File: config.mk
export PLATFORM = sky130hd
export DESIGN_NAME = i2s_transmitter
export DESIGN_NICKNAME = d
export VERILOG_FILES = /design/src/rtl/i2s_transmitter.sv
export SDC_FILE = /design/constraint.sdc
export NUM_CORES = 1
export LEC_CHECK = 0
export ABC_AREA = 1
export CORE_AREA = 2 2 146 91
export CTS_CLUSTER_SIZE = 12
export DETAILED_ROUTE_END_ITERATION = 12
export DIE_AREA = 0 0 148 93
export PLACE_DENSITY = 0.74
export SLEW_MARGIN = 20
export SYNTH_ARGS = -nofsm -noshare
export SYNTH_HDL_FRONTEND = slang
export SYNTH_SLANG_ARGS = --single-unit
File: constraint.sdc
create_clock -name clk_in -period 1.7 [get_ports clk_in]
set_clock_uncertainty 0.15 [all_clocks]
set_input_delay 0.34 -clock clk_in [delete_from_list [all_inputs] [get_ports clk_in]]
set_output_delay 0.34 -clock clk_in [all_outputs]
set_load 0.1 [all_outputs]
File: src/rtl/i2s_transmitter.sv
// i2s_transmitter: stereo I2S serialiser with self-generated BCLK/LRCLK
// and a one-entry valid/ready holding buffer.
module i2s_transmitter #(
  parameter int HALF_DIV = 12,
  parameter int SAMPLE_W = 16
) (
  input  logic                clk_in,
  input  logic                rst_in,
  input  logic                enable_in,
  input  logic [SAMPLE_W-1:0] left_in,
  input  logic [SAMPLE_W-1:0] right_in,
  input  logic                valid_in,
  output logic                ready_out,
  output logic                i2s_bclk_out,
  output logic                i2s_lrclk_out,
  output logic                i2s_data_out,
  output logic                frame_start_out,
  output logic                underrun_out,
  output logic                busy_out
);

  localparam int DW = (HALF_DIV > 2) ? $clog2(HALF_DIV) : 1;
  localparam logic [DW-1:0] DIV_TC = DW'(HALF_DIV - 1);
  localparam int PW = 2 * SAMPLE_W;

  typedef enum logic [1:0] {IDLE, RUN, DRAIN} state_t;

  state_t        state;
  logic [DW-1:0] div_cnt;
  logic [5:0]    bit_cnt;
  logic [63:0]   shreg;
  logic [PW-1:0] hold;
  logic [PW-1:0] last;
  logic          full;

  logic          tick;
  logic          fall;
  logic          wrap;
  logic          run_like;
  logic          load_en;
  logic          accept;
  logic          full_nxt;
  logic [5:0]    bit_inc;
  logic [PW-1:0] pair;
  logic [63:0]   frame;

  function automatic logic [31:0] slot(input logic [SAMPLE_W-1:0] s);
    logic [31:0] t;
    t = '0;
    t[30 -: SAMPLE_W] = s;
    return t;
  endfunction

  always_comb begin
    tick     = (state != IDLE) && (div_cnt == DIV_TC);
    fall     = tick && i2s_bclk_out;
    wrap     = fall && (bit_cnt == 6'd63);
    run_like = (state == RUN) || ((state == DRAIN) && enable_in);
    load_en  = ((state == IDLE) && enable_in) || (wrap && run_like);
    accept   = valid_in && ready_out;
    // a pair accepted during a load is kept for the next frame
    full_nxt = accept || (full && !load_en);
    pair     = full ? hold : last;
    frame    = {slot(pair[PW-1 -: SAMPLE_W]), slot(pair[SAMPLE_W-1:0])};
    bit_inc  = bit_cnt + 6'd1;
  end

  always_ff @(posedge clk_in or negedge rst_in) begin
    if (!rst_in) begin
      state           <= IDLE;
      div_cnt         <= '0;
      bit_cnt         <= '0;
      shreg           <= '0;
      hold            <= '0;
      last            <= '0;
      full            <= 1'b0;
      ready_out       <= 1'b1;
      i2s_bclk_out    <= 1'b0;
      i2s_lrclk_out   <= 1'b0;
      i2s_data_out    <= 1'b0;
      frame_start_out <= 1'b0;
      underrun_out    <= 1'b0;
      busy_out        <= 1'b0;
    end else begin
      frame_start_out <= 1'b0;
      underrun_out    <= 1'b0;
      full            <= full_nxt;
      ready_out       <= ~full_nxt;
      if (accept)
        hold <= {left_in, right_in};
      if (load_en) begin
        frame_start_out <= 1'b1;
        if (full)
          last <= hold;
        else
          underrun_out <= 1'b1;
      end
      unique case (state)
        IDLE: begin
          div_cnt       <= '0;
          bit_cnt       <= '0;
          i2s_bclk_out  <= 1'b0;
          i2s_lrclk_out <= 1'b0;
          i2s_data_out  <= 1'b0;
          if (enable_in) begin
            state        <= RUN;
            busy_out     <= 1'b1;
            shreg        <= frame;
            i2s_data_out <= frame[63];
          end
        end
        RUN, DRAIN: begin
          if ((state == RUN) && !enable_in)
            state <= DRAIN;
          else if ((state == DRAIN) && enable_in)
            state <= RUN;
          if (tick) begin
            div_cnt      <= '0;
            i2s_bclk_out <= ~i2s_bclk_out;
          end else begin
            div_cnt <= div_cnt + DW'(1);
          end
          if (fall) begin
            bit_cnt       <= bit_inc;
            i2s_lrclk_out <= bit_inc[5];
            if (wrap && run_like) begin
              shreg        <= frame;
              i2s_data_out <= frame[63];
            end else if (wrap) begin
              state        <= IDLE;
              busy_out     <= 1'b0;
              shreg        <= '0;
              i2s_data_out <= 1'b0;
            end else begin
              shreg        <= shreg << 1;
              i2s_data_out <= shreg[62];
            end
          end
        end
        default: state <= IDLE;
      endcase
    end
  end

endmodule

Word level (Yosys, flattened, before mapping)
Cells that the tools add are included.
{"block": "word_totals", "out_inout_bits": 7, "elab_cells": 82, "inputBits": 36, "regBits": 147}
{"block": "op_classes", "mux": 33, "n_addsub": 2, "bitwise": 2, "reduce_logical": 22, "n_eq_ne": 9}
{"cell": "63-bit 2-to-1 mux", "count": 4}
{"cell": "63-bit one-hot mux with 2 select lines", "count": 1}
{"cell": "32-bit 2-to-1 mux", "count": 1}
{"cell": "1-bit 2-to-1 mux", "count": 12}
{"cell": "2-bit 2-to-1 mux", "count": 6}
{"cell": "6-bit one-hot mux with 2 select lines", "count": 1}
{"cell": "2-bit != test, second input constant", "count": 5}
{"cell": "1-bit logical AND", "count": 9}
{"cell": "1-bit one-hot mux with 2 select lines", "count": 4}
{"cell": "4-bit one-hot mux with 2 select lines", "count": 1}
{"cell": "6-bit by 1-bit adder with 6-bit output, second input constant", "count": 1}
{"cell": "6-bit == test, second input constant", "count": 1}
{"cell": "6-bit 2-to-1 mux", "count": 1}
{"cell": "5-bit AND reduction", "count": 1}
{"cell": "4-bit by 1-bit adder with 4-bit output, second input constant", "count": 1}
{"cell": "4-bit == test, second input constant", "count": 1}
{"cell": "4-bit 2-to-1 mux", "count": 1}
{"cell": "2-bit one-hot mux with 2 select lines", "count": 1}
{"cell": "2-bit AND reduction", "count": 2}
{"cell": "2-bit nonzero test", "count": 2}
{"cell": "1-bit logical OR", "count": 3}
{"cell": "3-bit AND reduction", "count": 1}
{"cell": "2-bit by 1-bit == test with 1-bit output, second input constant", "count": 1}
{"cell": "2-bit == test, second input constant", "count": 1}
{"cell": "4 further kinds", "count": 6}

Depth between registers and ports, before layout
{"block": "logic_depth", "ltp_word": 10, "depth_mapped": 11, "ltp_nobuf": 11}

Worst setup path after synthesis
No wires, ideal clock.
{"block": "synth_path", "path_kind": "register -> register", "startpoint": "reg i2s_bclk_out", "endpoint": "reg last[1]", "setup_slack_ns": -0.563, "path_buffers": 2, "required_time_ns": 1.432, "arrival_time_ns": 1.996, "setup_time_ns": 0.118, "synth_period_minus_slack_ns": 2.263, "stages_incl_launch_ff": 8, "cell_sequence": "dfrtp_1 -> inv_1 -> nor2_8 -> nand3_4 -> nand2_4 -> buf_12 -> buf_6 -> o21ai_2"}
{"block": "synth_via", "elab_chain_cells": 4}
{"item": "from (decl)", "line": "14", "text": "output logic i2s_bclk_out,"}
{"item": "from (signal assigned)", "line": "119", "text": "i2s_bclk_out <= ~i2s_bclk_out;"}
{"item": "1-bit logical AND", "line": "56", "text": "fall = tick && i2s_bclk_out;"}
{"item": "1-bit logical AND", "line": "57", "text": "wrap = fall && (bit_cnt == 6'd63);"}
{"item": "1-bit logical AND", "line": "59", "text": "load_en = ((state == IDLE) && enable_in) || (wrap && run_like);"}
{"item": "1-bit logical OR", "line": "59"}
{"item": "net load_en", "line": "40", "text": "logic load_en;"}
{"item": "to (signal assigned)", "line": "94", "text": "last <= hold;"}
{"item": "to (decl)", "line": "33", "text": "logic [PW-1:0] last;"}
The timed path passes the listed nets, and every way through them passes these cells.
A chain may end at the register's enable or synchronous reset.

Final worst setup path
{"block": "layout_path", "startpoint": "reg state[1]", "endpoint": "reg shreg[29]"}
{"block": "layout_via", "elab_chain_cells": 8, "elab_cells_between_ends": 19, "classes_between": "eq/ne (4); mux (4); reduce/logical (11)"}
{"item": "from (decl)", "line": "28", "text": "state_t state;"}
{"item": "from (signal assigned)", "line": "70", "text": "state <= IDLE;"}
{"item": "from (signal assigned)", "line": "106", "text": "state <= RUN;"}
{"item": "from (signal assigned)", "line": "114", "text": "state <= DRAIN;"}
{"item": "2-bit nonzero test", "line": "55", "text": "tick = (state != IDLE) && (div_cnt == DIV_TC);"}
{"item": "1-bit logical AND", "line": "55"}
{"item": "1-bit logical AND", "line": "56"}
{"item": "1-bit logical AND", "line": "57"}
{"item": "63-bit 2-to-1 mux or 1-bit logical AND (tied branches)", "line": "129, 126"}
{"item": "63-bit 2-to-1 mux", "line": "126", "text": "if (wrap && run_like) begin"}
{"item": "63-bit 2-to-1 mux", "line": "123", "text": "if (fall) begin"}
{"item": "63-bit one-hot mux with 2 select lines", "line": "98", "text": "unique case (state)"}
{"item": "to (signal assigned)", "line": "108", "text": "shreg <= frame;"}
{"item": "to (signal assigned)", "line": "127", "text": "shreg <= frame;"}
{"item": "to (signal assigned)", "line": "135", "text": "shreg <= shreg << 1;"}
{"item": "to (decl)", "line": "31", "text": "logic [63:0] shreg;"}
Parallel ways exist; a longest one is shown, timed or not. The select of a mux whose other input is x is not followed.

==> metrics.yaml <==
status:
  status: "finished with violations"
  violations_in_the_final_reports: "negative setup slack"
clock_network:
  clk_transition_reported_paths_ns: 0.06
  tritoncts: "built"
  cts-htree-levels: 4
  cts_root_buffer: "clkbuf_16"
  insertion_delay_ns: 0.41
  clock_sinks: 131
  inserted_clock_buffers: 17
  cts_max_path_buffers: 2
synth:
  synth_enable_flop_cells: 0
  synth.distinct_cells: 34
  share_of_synthesized_area_occupied_by_flip_flops_and_latches: 0.508
  synth_area_mm2: 0.00645
  synthesized_netlist_cell_count: 704
  yosys_warnings: 0
  synth_nets: 746
  postSynthRegisterBits: 131
  largest_cells_by_area_after_synthesis: "dfrtp_1, nand2_1, mux2_2"
  synthesis.area_per_instance_um2: 9.16
  yosys_most_used_dff: "dfrtp_1"
  yosysTopAreaCell: "dfrtp_1"
  synth-async-reset-ratio: 1.00
  synth_largest_type_area_fraction: 0.504
grt:
  grt_antenna_before_repair: 0
  first_pass_grt_wire_length_um: 23800
  maximum_number_of_pins_on_one_net_before_global_route_repair: 67
  grt-ovfl-total: 0
  global_route.usage.total: 0.217
  vias_in_the_first_global_route: 5027
routing:
  num_vias: 5257
  detail_route.wirelength_um: 16100
  drt.antenna.violating_nets: 0
  drt_first_pass_iters: 5
  post_drt_via_cell_ratio: 5.38
  drt_iter0_markers: 427
  wire_per_inst_um: 16.5
  drc: 0
sta:
  slew_headroom: 0.671
  worst_margin_pin_slew_ns: 0.488
  finalHoldViolations: 0
  grt_setup_unrepaired: "true"
  fmaxAchievable_mhz: 510
  final.period_utilization: 1.15
  layout_setup_ws_ns: -0.260
  timing_max_transition_violations_final: 0
  hold_slack_ns: 0.258
  final_period_minus_worst_setup_slack_ns: 1.96
  setup_viol: 94
setup_path:
  required_ns: 1.88
  setup.worst_path.end_class: "flop"
  worst-path-max-fanout: 5
  worstSetupStartpointType: "flop"
  reg2reg_slack_ns: -0.26
  worst_ep_arrival_time_ns: 2.14
  path_class: "flop to flop"
finish:
  seq_area_mm2: 0.00329
  multi_input_comb_area_mm2: 0.00286
  fillerInstances: 830
  insertedDiodeCount: 0
  area.growth.synth_to_final_pct: 34.0
  post-route-util: 0.692
  drive_gt1_frac: 0.344
  design.final.nets: 837
worst_hold_path:
  worstHoldPathType: "input port to async pin"
job:
  drv.max_cap_violation_count: 0
floorplanning:
  floorplan.core_area_mm2: 0.0125
  fp.dieArea_mm2: 0.0138
  floorplan.die.height_um: 93
  initial_utilization: 0.516
  chipWidth_um: 148
  std_cell_rows: 32
  number_of_top_level_design_ports: 43
place:
  post-dp-hpwl_um: 9000
  io_buffer_count: 42
  gpl.final_weighted_congestion: 0.794
power:
  cellLeakagePower_uw: 0.00402
  vdd_ir_drop_max_v: 0.000979
  post_route_total_power_uw: 18500
  power.density_cell_area_mw_per_mm2: 2140
final timing paths:
path / depth (start not counted) / end / startpoint
max: 10 / shreg[29] / state[1]
min: 2 / hold[25] / rst_in
max reg2reg: 10 / shreg[29] / state[1]
min reg2reg: 1 / hold[19] / hold[19]
max in group asynchronous: 3 / last[4] / rst_in
min in group clk_in: 1 / hold[19] / hold[19]
synth_stat cells, drive strengths merged, types with 2 or more instances:
cell / instances
nand2: 175
dfrtp: 130
o21ai: 91
inv: 83
nand3: 58
nor2: 47
a21oi: 35
buf: 32
mux2: 32
clkbuf: 6
ha: 6
o22ai: 3
xor2: 2
stage by stage:
step                      instance area (um2)  TNS, ns  std cells  worst slack (ns)
after floorplan                          6470    -3.02        704           -0.0540
after global placement                   7360   -22.16        923            -0.320
after detailed placement                 7360   -26.53        923            -0.375
after CTS                                8120   -10.05        959            -0.167
after global routing                     8640   -21.87        978            -0.339
final                                    8640   -16.89        978            -0.260
where the power goes:
| group | total (uW) | internal (uW) | switching, uW |
|---|---|---|---|
| Combinational | 9670 | 4170 | 5490 |
| Clock | 3790 | 2330 | 1460 |
| Sequential | 5080 | 4430 | 653 |
layout by cell type, fill, tap and decap left out, types with 30 or more instances in the layout:
cell type / n
buf_4: 35
o21ai_2: 32
a21oi_2: 30
o21ai_0: 40
mux2_2: 32
nand3_1: 53
dfrtp_1: 128
inv_1: 69
clkdlybuf4s50_1: 34
nor2_1: 37
nand2_1: 136
metal layers:
layer  part of all wire  wire length, um  vias to the layer above  global-route usage
li1                   -                -                     2460                   -
met1               0.42             6810                     2570               0.283
met2               0.51             8170                      187               0.361
met3              0.050              806                       40              0.0571
met4              0.022              357                        0              0.0643
met5                  0                0                        -                   0
cell families (layout without fill, tap and decap cells):
family	after synthesis	after routing	synth area share
mux	32	32	0.0559
buf+inv	121	224	0.0923
fa+ha+maj	6	6	0.0116
simple gates	281	282	0.192
flops	131	131	0.508
xor+xnor	2	2	0.00272
compound gates	131	131	0.137
final cells by class:
type,instances,share of cell area
Clock buffer,18,0.0497
Clock inverter,14,0.0207
Inverter,83,0.0366
Multi-Input combinational cell,453,0.331
Sequential cell,131,0.381
Tap cell,170,0.0246
Timing Repair Buffer,109,0.157
repair_timing:
item	in CTS	in global routing
pin swaps	6	13
buffers inserted	2	8
setup endpoints to repair	95	98
hold buffers	1	0
endpoints found under the hold margin	18	0
resized for setup	28	72
cloned	1	12
critical path: stages (launching register included):
cell     delay (ns)
dfrtp_1        0.42
inv_2          0.08
ha_4           0.18
nor2_4         0.12
nand2_4        0.07
nor2_8         0.14
nand3_4        0.15
nand2_8        0.14
buf_6          0.15
nand2_1        0.08
a21oi_2        0.18
registers in the layout, summed over array words and instances (netlist names), 2 cells and up:
register,count
last,32
state,2
div_cnt,4
hold,32
bit_cnt,5
shreg,48
No activity file was read; power rests on OpenSTA's default activity.
